`config.mk`:
```
export PLATFORM = sky130hd
export DESIGN_NAME = fanfare_seq
export DESIGN_NICKNAME = d
export VERILOG_FILES = /design/src/rtl/fanfare_seq.sv
export SDC_FILE = /design/constraint.sdc
export NUM_CORES = 1
export LEC_CHECK = 0
export BUFFER_PORTS_ARGS = -buffer_cell sky130_fd_sc_hd__buf_2
export CAP_MARGIN = 5
export CORE_ASPECT_RATIO = 2
export CORE_MARGIN = 8
export CORE_UTILIZATION = 58
export CTS_CLUSTER_DIAMETER = 100
export DETAILED_ROUTE_END_ITERATION = 6
export GPL_TIMING_DRIVEN = 0
export PLACE_DENSITY = 0.81
export SETUP_SLACK_MARGIN = 0.3
export SLEW_MARGIN = 0
export SYNTH_ARGS = -nofsm -noshare
export SYNTH_HDL_FRONTEND = slang
export SYNTH_SLANG_ARGS = --single-unit
```
`constraint.sdc`:
```
create_clock -name clk -period 11.8 [get_ports clk]
set_input_delay 0.59 -clock clk [delete_from_list [all_inputs] [get_ports clk]]
set_output_delay 0.59 -clock clk [all_outputs]
set_load 0.1 [all_outputs]
```
`src/rtl/fanfare_seq.sv`:
```
// fanfare_seq -- tune sequencer for the complementary piezo outputs.
//
// Plays one of three tunes from a note ROM of {period, duration, last}
// entries. Durations are scaled by TEMPO_SHIFT (floored at one cycle);
// periods are never scaled. A period of 0 is a silent note.
//
// Parameters:
//   TEMPO_SHIFT  right shift applied to every note duration
//   PER_W        note-period counter width (clk cycles)
//   DUR_W        note-duration counter width (clk cycles)
// Ports:
//   clk       in   system clock
//   rst       in   synchronous active-high reset
//   go        in   start pulse, sampled only while idle
//   tune_sel  in   tune select with go: 0 charge, 1 error, 2 beep, 3 reserved
//   stop      in   abort request, honoured in any state (wins over go)
//   loop      in   (FANFARE_LOOP_EN only) repeat the tune until stop/rst
//   busy      out  high while a tune plays
//   done      out  one-cycle pulse on normal tune completion
//   piezo     out  square-wave tone
//   piezo_n   out  complement of piezo while a tone sounds, else 0
// Optional build macro: FANFARE_LOOP_EN adds the loop port.

module fanfare_seq #(
  parameter int unsigned TEMPO_SHIFT = 0,
  parameter int unsigned PER_W       = 15,
  parameter int unsigned DUR_W       = 25
) (
  input  logic       clk,
  input  logic       rst,
  input  logic       go,
  input  logic [1:0] tune_sel,
  input  logic       stop,
`ifdef FANFARE_LOOP_EN
  input  logic       loop,
`endif
  output logic       busy,
  output logic       done,
  output logic       piezo,
  output logic       piezo_n
);

  typedef enum logic {IDLE, PLAY} state_t;

  typedef struct packed {
    logic [PER_W-1:0] per;
    logic [DUR_W-1:0] dur;
    logic             last;
  } note_t;

  localparam logic [PER_W-1:0] P_REST = '0;
  localparam logic [PER_W-1:0] P_G6   = PER_W'(31888);
  localparam logic [PER_W-1:0] P_C7   = PER_W'(23889);
  localparam logic [PER_W-1:0] P_E7   = PER_W'(18961);
  localparam logic [PER_W-1:0] P_G7   = PER_W'(15944);

  localparam logic [DUR_W-1:0] D_22   = DUR_W'(4194304);   // 2^22
  localparam logic [DUR_W-1:0] D_23   = DUR_W'(8388608);   // 2^23
  localparam logic [DUR_W-1:0] D_2322 = DUR_W'(12582912);  // 2^23 + 2^22
  localparam logic [DUR_W-1:0] D_24   = DUR_W'(16777216);  // 2^24

  localparam logic [DUR_W-1:0] DUR_ONE = DUR_W'(1);
  localparam logic [PER_W-1:0] PER_ONE = PER_W'(1);

  // ROM layout: charge 0..5, error 6..8, beep 9.
  function automatic note_t note_at(input logic [3:0] i);
    case (i)
      4'd0:    return '{P_G6,   D_23,   1'b0};
      4'd1:    return '{P_C7,   D_23,   1'b0};
      4'd2:    return '{P_E7,   D_23,   1'b0};
      4'd3:    return '{P_G7,   D_2322, 1'b0};
      4'd4:    return '{P_E7,   D_22,   1'b0};
      4'd5:    return '{P_G7,   D_24,   1'b1};
      4'd6:    return '{P_C7,   D_22,   1'b0};
      4'd7:    return '{P_REST, D_22,   1'b0};
      4'd8:    return '{P_C7,   D_22,   1'b1};
      4'd9:    return '{P_C7,   D_22,   1'b1};
      default: return '{P_REST, DUR_ONE, 1'b1};
    endcase
  endfunction

  function automatic logic [PER_W-1:0] per_of(input logic [3:0] i);
    note_t n;
    n = note_at(i);
    return n.per;
  endfunction

  function automatic logic [3:0] start_of(input logic [1:0] sel);
    case (sel)
      2'd0:    return 4'd0;
      2'd1:    return 4'd6;
      default: return 4'd9;
    endcase
  endfunction

  function automatic logic [DUR_W-1:0] eff_dur(input logic [DUR_W-1:0] d);
    logic [DUR_W-1:0] s;
    s = d >> TEMPO_SHIFT;
    return (s == '0) ? DUR_ONE : s;
  endfunction

  function automatic logic tone_hi(input logic [PER_W-1:0] per,
                                   input logic [PER_W-1:0] w);
    return (per != '0) && (w < (per >> 1));
  endfunction

  function automatic logic tone_lo(input logic [PER_W-1:0] per,
                                   input logic [PER_W-1:0] w);
    return (per != '0) && !(w < (per >> 1));
  endfunction

  state_t           state;
  logic [3:0]       idx;
  logic [3:0]       start_idx;
  logic [PER_W-1:0] wcnt;
  logic [DUR_W-1:0] dcnt;
  logic             loop_q;

  note_t            cur;
  logic             note_end;
  logic [PER_W-1:0] wnext;
  logic [3:0]       nidx;
  logic [PER_W-1:0] nper;
  logic [3:0]       first_idx;
  logic [PER_W-1:0] first_per;
  logic             accept;

  always_comb begin
    cur       = note_at(idx);
    note_end  = (dcnt == eff_dur(cur.dur) - DUR_ONE);
    wnext     = (cur.per == '0 || wcnt == cur.per - PER_ONE) ? '0 : wcnt + PER_ONE;
    nidx      = cur.last ? start_idx : idx + 4'd1;
    nper      = per_of(nidx);
    first_idx = start_of(tune_sel);
    first_per = per_of(first_idx);
    accept    = go && !stop && (tune_sel != 2'd3);
  end

`ifndef FANFARE_LOOP_EN
  assign loop_q = 1'b0;
`endif

  // Outputs are registered from the next-cycle counter values so that a
  // note's first cycle already shows its high phase.
  always_ff @(posedge clk) begin
    if (rst) begin
      state     <= IDLE;
      idx       <= '0;
      start_idx <= '0;
      wcnt      <= '0;
      dcnt      <= '0;
      busy      <= 1'b0;
      done      <= 1'b0;
      piezo     <= 1'b0;
      piezo_n   <= 1'b0;
`ifdef FANFARE_LOOP_EN
      loop_q    <= 1'b0;
`endif
    end else begin
      done <= 1'b0;
      case (state)
        IDLE: begin
          if (accept) begin
            state     <= PLAY;
            idx       <= first_idx;
            start_idx <= first_idx;
            wcnt      <= '0;
            dcnt      <= '0;
            busy      <= 1'b1;
            piezo     <= tone_hi(first_per, '0);
            piezo_n   <= tone_lo(first_per, '0);
`ifdef FANFARE_LOOP_EN
            loop_q    <= loop;
`endif
          end
        end
        PLAY: begin
          if (stop) begin
            state   <= IDLE;
            busy    <= 1'b0;
            piezo   <= 1'b0;
            piezo_n <= 1'b0;
          end else if (note_end) begin
            if (cur.last && !loop_q) begin
              state   <= IDLE;
              busy    <= 1'b0;
              done    <= 1'b1;
              piezo   <= 1'b0;
              piezo_n <= 1'b0;
            end else begin
              idx     <= nidx;
              wcnt    <= '0;
              dcnt    <= '0;
              piezo   <= tone_hi(nper, '0);
              piezo_n <= tone_lo(nper, '0);
            end
          end else begin
            dcnt    <= dcnt + DUR_ONE;
            wcnt    <= wnext;
            piezo   <= tone_hi(cur.per, wnext);
            piezo_n <= tone_lo(cur.per, wnext);
          end
        end
        default: state <= IDLE;
      endcase
    end
  end

endmodule

```
==> run_results.csv <==
group,metric,value,unit
worst_hold_path,hold_path.class,"reg -> reg",
critical_path,crit_family,"compound AO/OA/AOI/OAI gates",
yosys,synth_cell_type_count,61,
power_and_ir_drop,pwr-share-clk,0.495,
finish,fin_nets,596,
placement,post-dp-hpwl,7840,um
global_routing,grt_pass1_vias,3672,
finish,drive_gt1_frac,0.0705,
power_and_ir_drop,pwr-share-seq,0.400,
power_and_ir_drop,ir_drop,0.0918,mV
power_and_ir_drop,p_leak,1.85,nW
sta,fin_crit_sh,0.390,
critical_path,cpMaxStageDelayCell,"or4_4",
global_routing,grt.overflow.total,0,
finish,utilization,0.659,
clocking,cts_tree,"yes",
finish,fill_cells,623,
global_routing,antenna_found_initial,0,
clocking,clockRootBuffer,"clkbuf_16",
yosys,yosysWarnings,0,
critical_path,crit_path_end_kind,"flop",
detailed_routing,wl_per_cell,15.8,um
clocking,cts.clk_slew.worst_paths,60,ps
clocking,h-tree-depth,3,
critical_path,cp.arrival,4850,ps
detailed_routing,via_count,3988,
floorplan,dieArea,10400,um2
clocking,cts.sinks,66,
power_and_ir_drop,swShare,0.250,
sta,fmax,217,MHz
placement,finalWeightedCongestion,0.961,
critical_path,crit_type,"reg -> reg",
sta,setup_viol,0,
global_routing,grt_max_degree,13,
power_and_ir_drop,p_int,0.441,mW
floorplan,start_util,0.591,
critical_path,crit_chain,"or4_4, or4_1, a2111oi_2, o2111ai_1, o21ai_2, clkbuf_1, nor2_1, ha_1, a21o_1, a21oi_1, nor3_1, a211o_1, a31oi_1, o21a_1, nand4_1, a311oi_2",
sta,skew,6.40,ps
floorplan,die_w,76.4,um
placement,port_buffers,9,
yosys,syn-cell-area,4230,um2
global_routing,grt_pass1_wl,17200,um
yosys,yosysSeqAreaShare,0.313,
sta,max_slew.worst_pin.slew,726,ps
yosys,synth_cells,542,
clocking,worstSkewPairLatency,340,ps
critical_path,critPathMaxStageDelay,570,ps
power_and_ir_drop,power_per_cell_area,125,nW/um2
yosys,synth_area_leader_cell,"dfxtp_1",
floorplan,io_pins,10,
floorplan,die-height,137,um
yosys,synthTopCellsByArea,"dfxtp_1, ha_1, nor2_1, xnor2_1, nand2_1",
clocking,postCtsResizedCells,0,
floorplan,rows,44,
yosys,synth_ff_type,"dfxtp_1",
clocking,postCtsHoldBufs,0,
floorplan,core-area,7160,um2
yosys,synth_seq_cells,66,
sta,rsz0062_at_grt,"no",
global_routing,grt_use_total,0.202,
outcome,status,"completed",
power_and_ir_drop,p_switching,0.147,mW
detailed_routing,drc,0,
critical_path,cp_max_fo,10,
detailed_routing,routed_via_density,6.05,
sta,tns,0,ps
sta,period_needed,4600,ps
critical_path,worst-path-buf-inv,1,
clocking,cts_buffers,9,
yosys,synth_top_area_share,0.313,
placement,dp.cells,643,
finish,diodes,0,
yosys,syn_nets,576,
detailed_routing,firstDrtPassIters,5,
clocking,postCtsSetupRepairBufs,0,
sta,slew-limit-headroom,0.512,
detailed_routing,drt_iter0_markers,301,
run,drv_cap,0,
yosys,avgSynthCellArea,7.80,um2
critical_path,cp.required,12050,ps
detailed_routing,antenna_left,0,
sta,hold_viol_final,0,
power_and_ir_drop,combPwrFrac,0.105,
detailed_routing,wl,10400,um
yosys,synth_edf_count,0,
sta,finalMaxSlewViolations,0,
finish,stdcell_count,659,
clocking,clockBufferDepth,2,
yosys,async_flop_share,0,
critical_path,start_kind,"flop",
finish,areaGrowthSynthToFinish,11.6,%
[cell usage in the layout (no fill, tap or decap), drive strengths merged, types with 16 or more instances in the layout]
cell    synthesis  layout
dfxtp          66      66
o21ai          17      17
nor2           77      77
nor3           26      26
nand2          47      47
clkbuf         20      30
nand4          19      19
xnor2          23      23
nand3          16      16
a21oi          30      30
xor2           18      18
ha             28      28
inv            26      26
[metal layers]
metal / global-route usage / vias to the layer above / share of wire
li1: - / 1977 / -
met2: 0.345 / 137 / 0.49
met1: 0.232 / 1849 / 0.43
met5: 0 / - / 0
met4: 0.106 / 0 / 0.036
met3: 0.0414 / 25 / 0.045
[area by class of cell]
class                   instances  area, um2  area share
repair buffers                  9       45.0     0.00955
clock buffers                  10        239      0.0507
inverters                      26       97.6      0.0207
clock inverters                 6       90.1      0.0191
multi-input cells             427       2720       0.577
plain buffers                  23       87.6      0.0186
flip-flops and latches         66       1320       0.280
well taps                      92        115      0.0244
[flip-flops by register name, summed over array words and instances (netlist names)]
signal,cells
dcnt,25
cur,15
wcnt,15
idx,4
start_idx,2
busy,1
done,1
piezo,1
piezo_n,1
state,1
[cell families after synthesis]
logic type,count (synthesis),synth area share
buffers and inverters,49,0.0438
DFF,66,0.313
AOI/OAI and AO/OA,106,0.167
muxes,11,0.0269
xor gates and xnor gates,42,0.0903
and+or+nand+nor,240,0.276
adders and majority gates,28,0.0829
[synth_stat cells (2+ instances only)]
cell	count
a21o_1	7
a22oi_1	4
o31ai_1	4
nor2b_1	4
mux2i_1	8
nand2b_1	4
nand3b_1	3
dfxtp_1	66
a211oi_1	4
xnor2_1	23
buf_1	2
clkbuf_1	20
and2_1	3
a31oi_1	12
nor3b_1	2
nor4_1	11
o21ai_0	15
nor3_1	26
xor2_1	18
nor2_1	77
o31a_1	3
nand3_1	16
or3_1	5
a21oi_1	30
nor4b_1	3
inv_1	25
nand4_1	19
a211o_1	2
mux2_2	3
o21a_1	2
ha_1	28
a311oi_1	3
nand2_1	47
or2_2	4
and3_1	9
o211ai_1	5
[metrics by stage]
step | instance area [um2] | setup slack, ps | total power [mW] | hold slack, ps
floorplan | 4230 | 7780 | 0.285 | 468
finish | 4720 | 7200 | 0.588 | 501
global route | 4720 | 6910 | 0.608 | 519
detailed placement | 4390 | 7290 | 0.301 | 494
global placement | 4390 | 7320 | 0.299 | 478
CTS | 4720 | 7240 | 0.591 | 503
[worst min-delay path, cell delays in order (launching register included)]
cell and delay, ps:
dfxtp_1 310, nor2_1 90, nor3_1 50
[path summary, 6_finish.rpt]
path | startpoint | to | slack (ps) | depth (start not counted)
worst max-delay path | cur[29]$_SDFF_PP0_ | piezo$_SDFFE_PP0P_ | 7200 | 16
worst min-delay path | start_idx[2]$_SDFFE_PP0P_ | start_idx[2]$_SDFFE_PP0P_ | 500 | 2
worst max register to register | cur[29]$_SDFF_PP0_ | piezo$_SDFFE_PP0P_ | 7200 | 16
worst min register to register | start_idx[2]$_SDFFE_PP0P_ | start_idx[2]$_SDFFE_PP0P_ | 500 | 2
[power groups by stage]
stage / combinational, mW / clock, mW / sequential, mW
after floorplan: 0.0437 / 0 / 0.241
after global placement: 0.0599 / 0 / 0.239
after detailed placement: 0.0611 / 0 / 0.240
after CTS: 0.0615 / 0.295 / 0.235
after global routing: 0.0679 / 0.304 / 0.236
final: 0.0620 / 0.291 / 0.235
No activity file was read; power rests on OpenSTA's default activity.
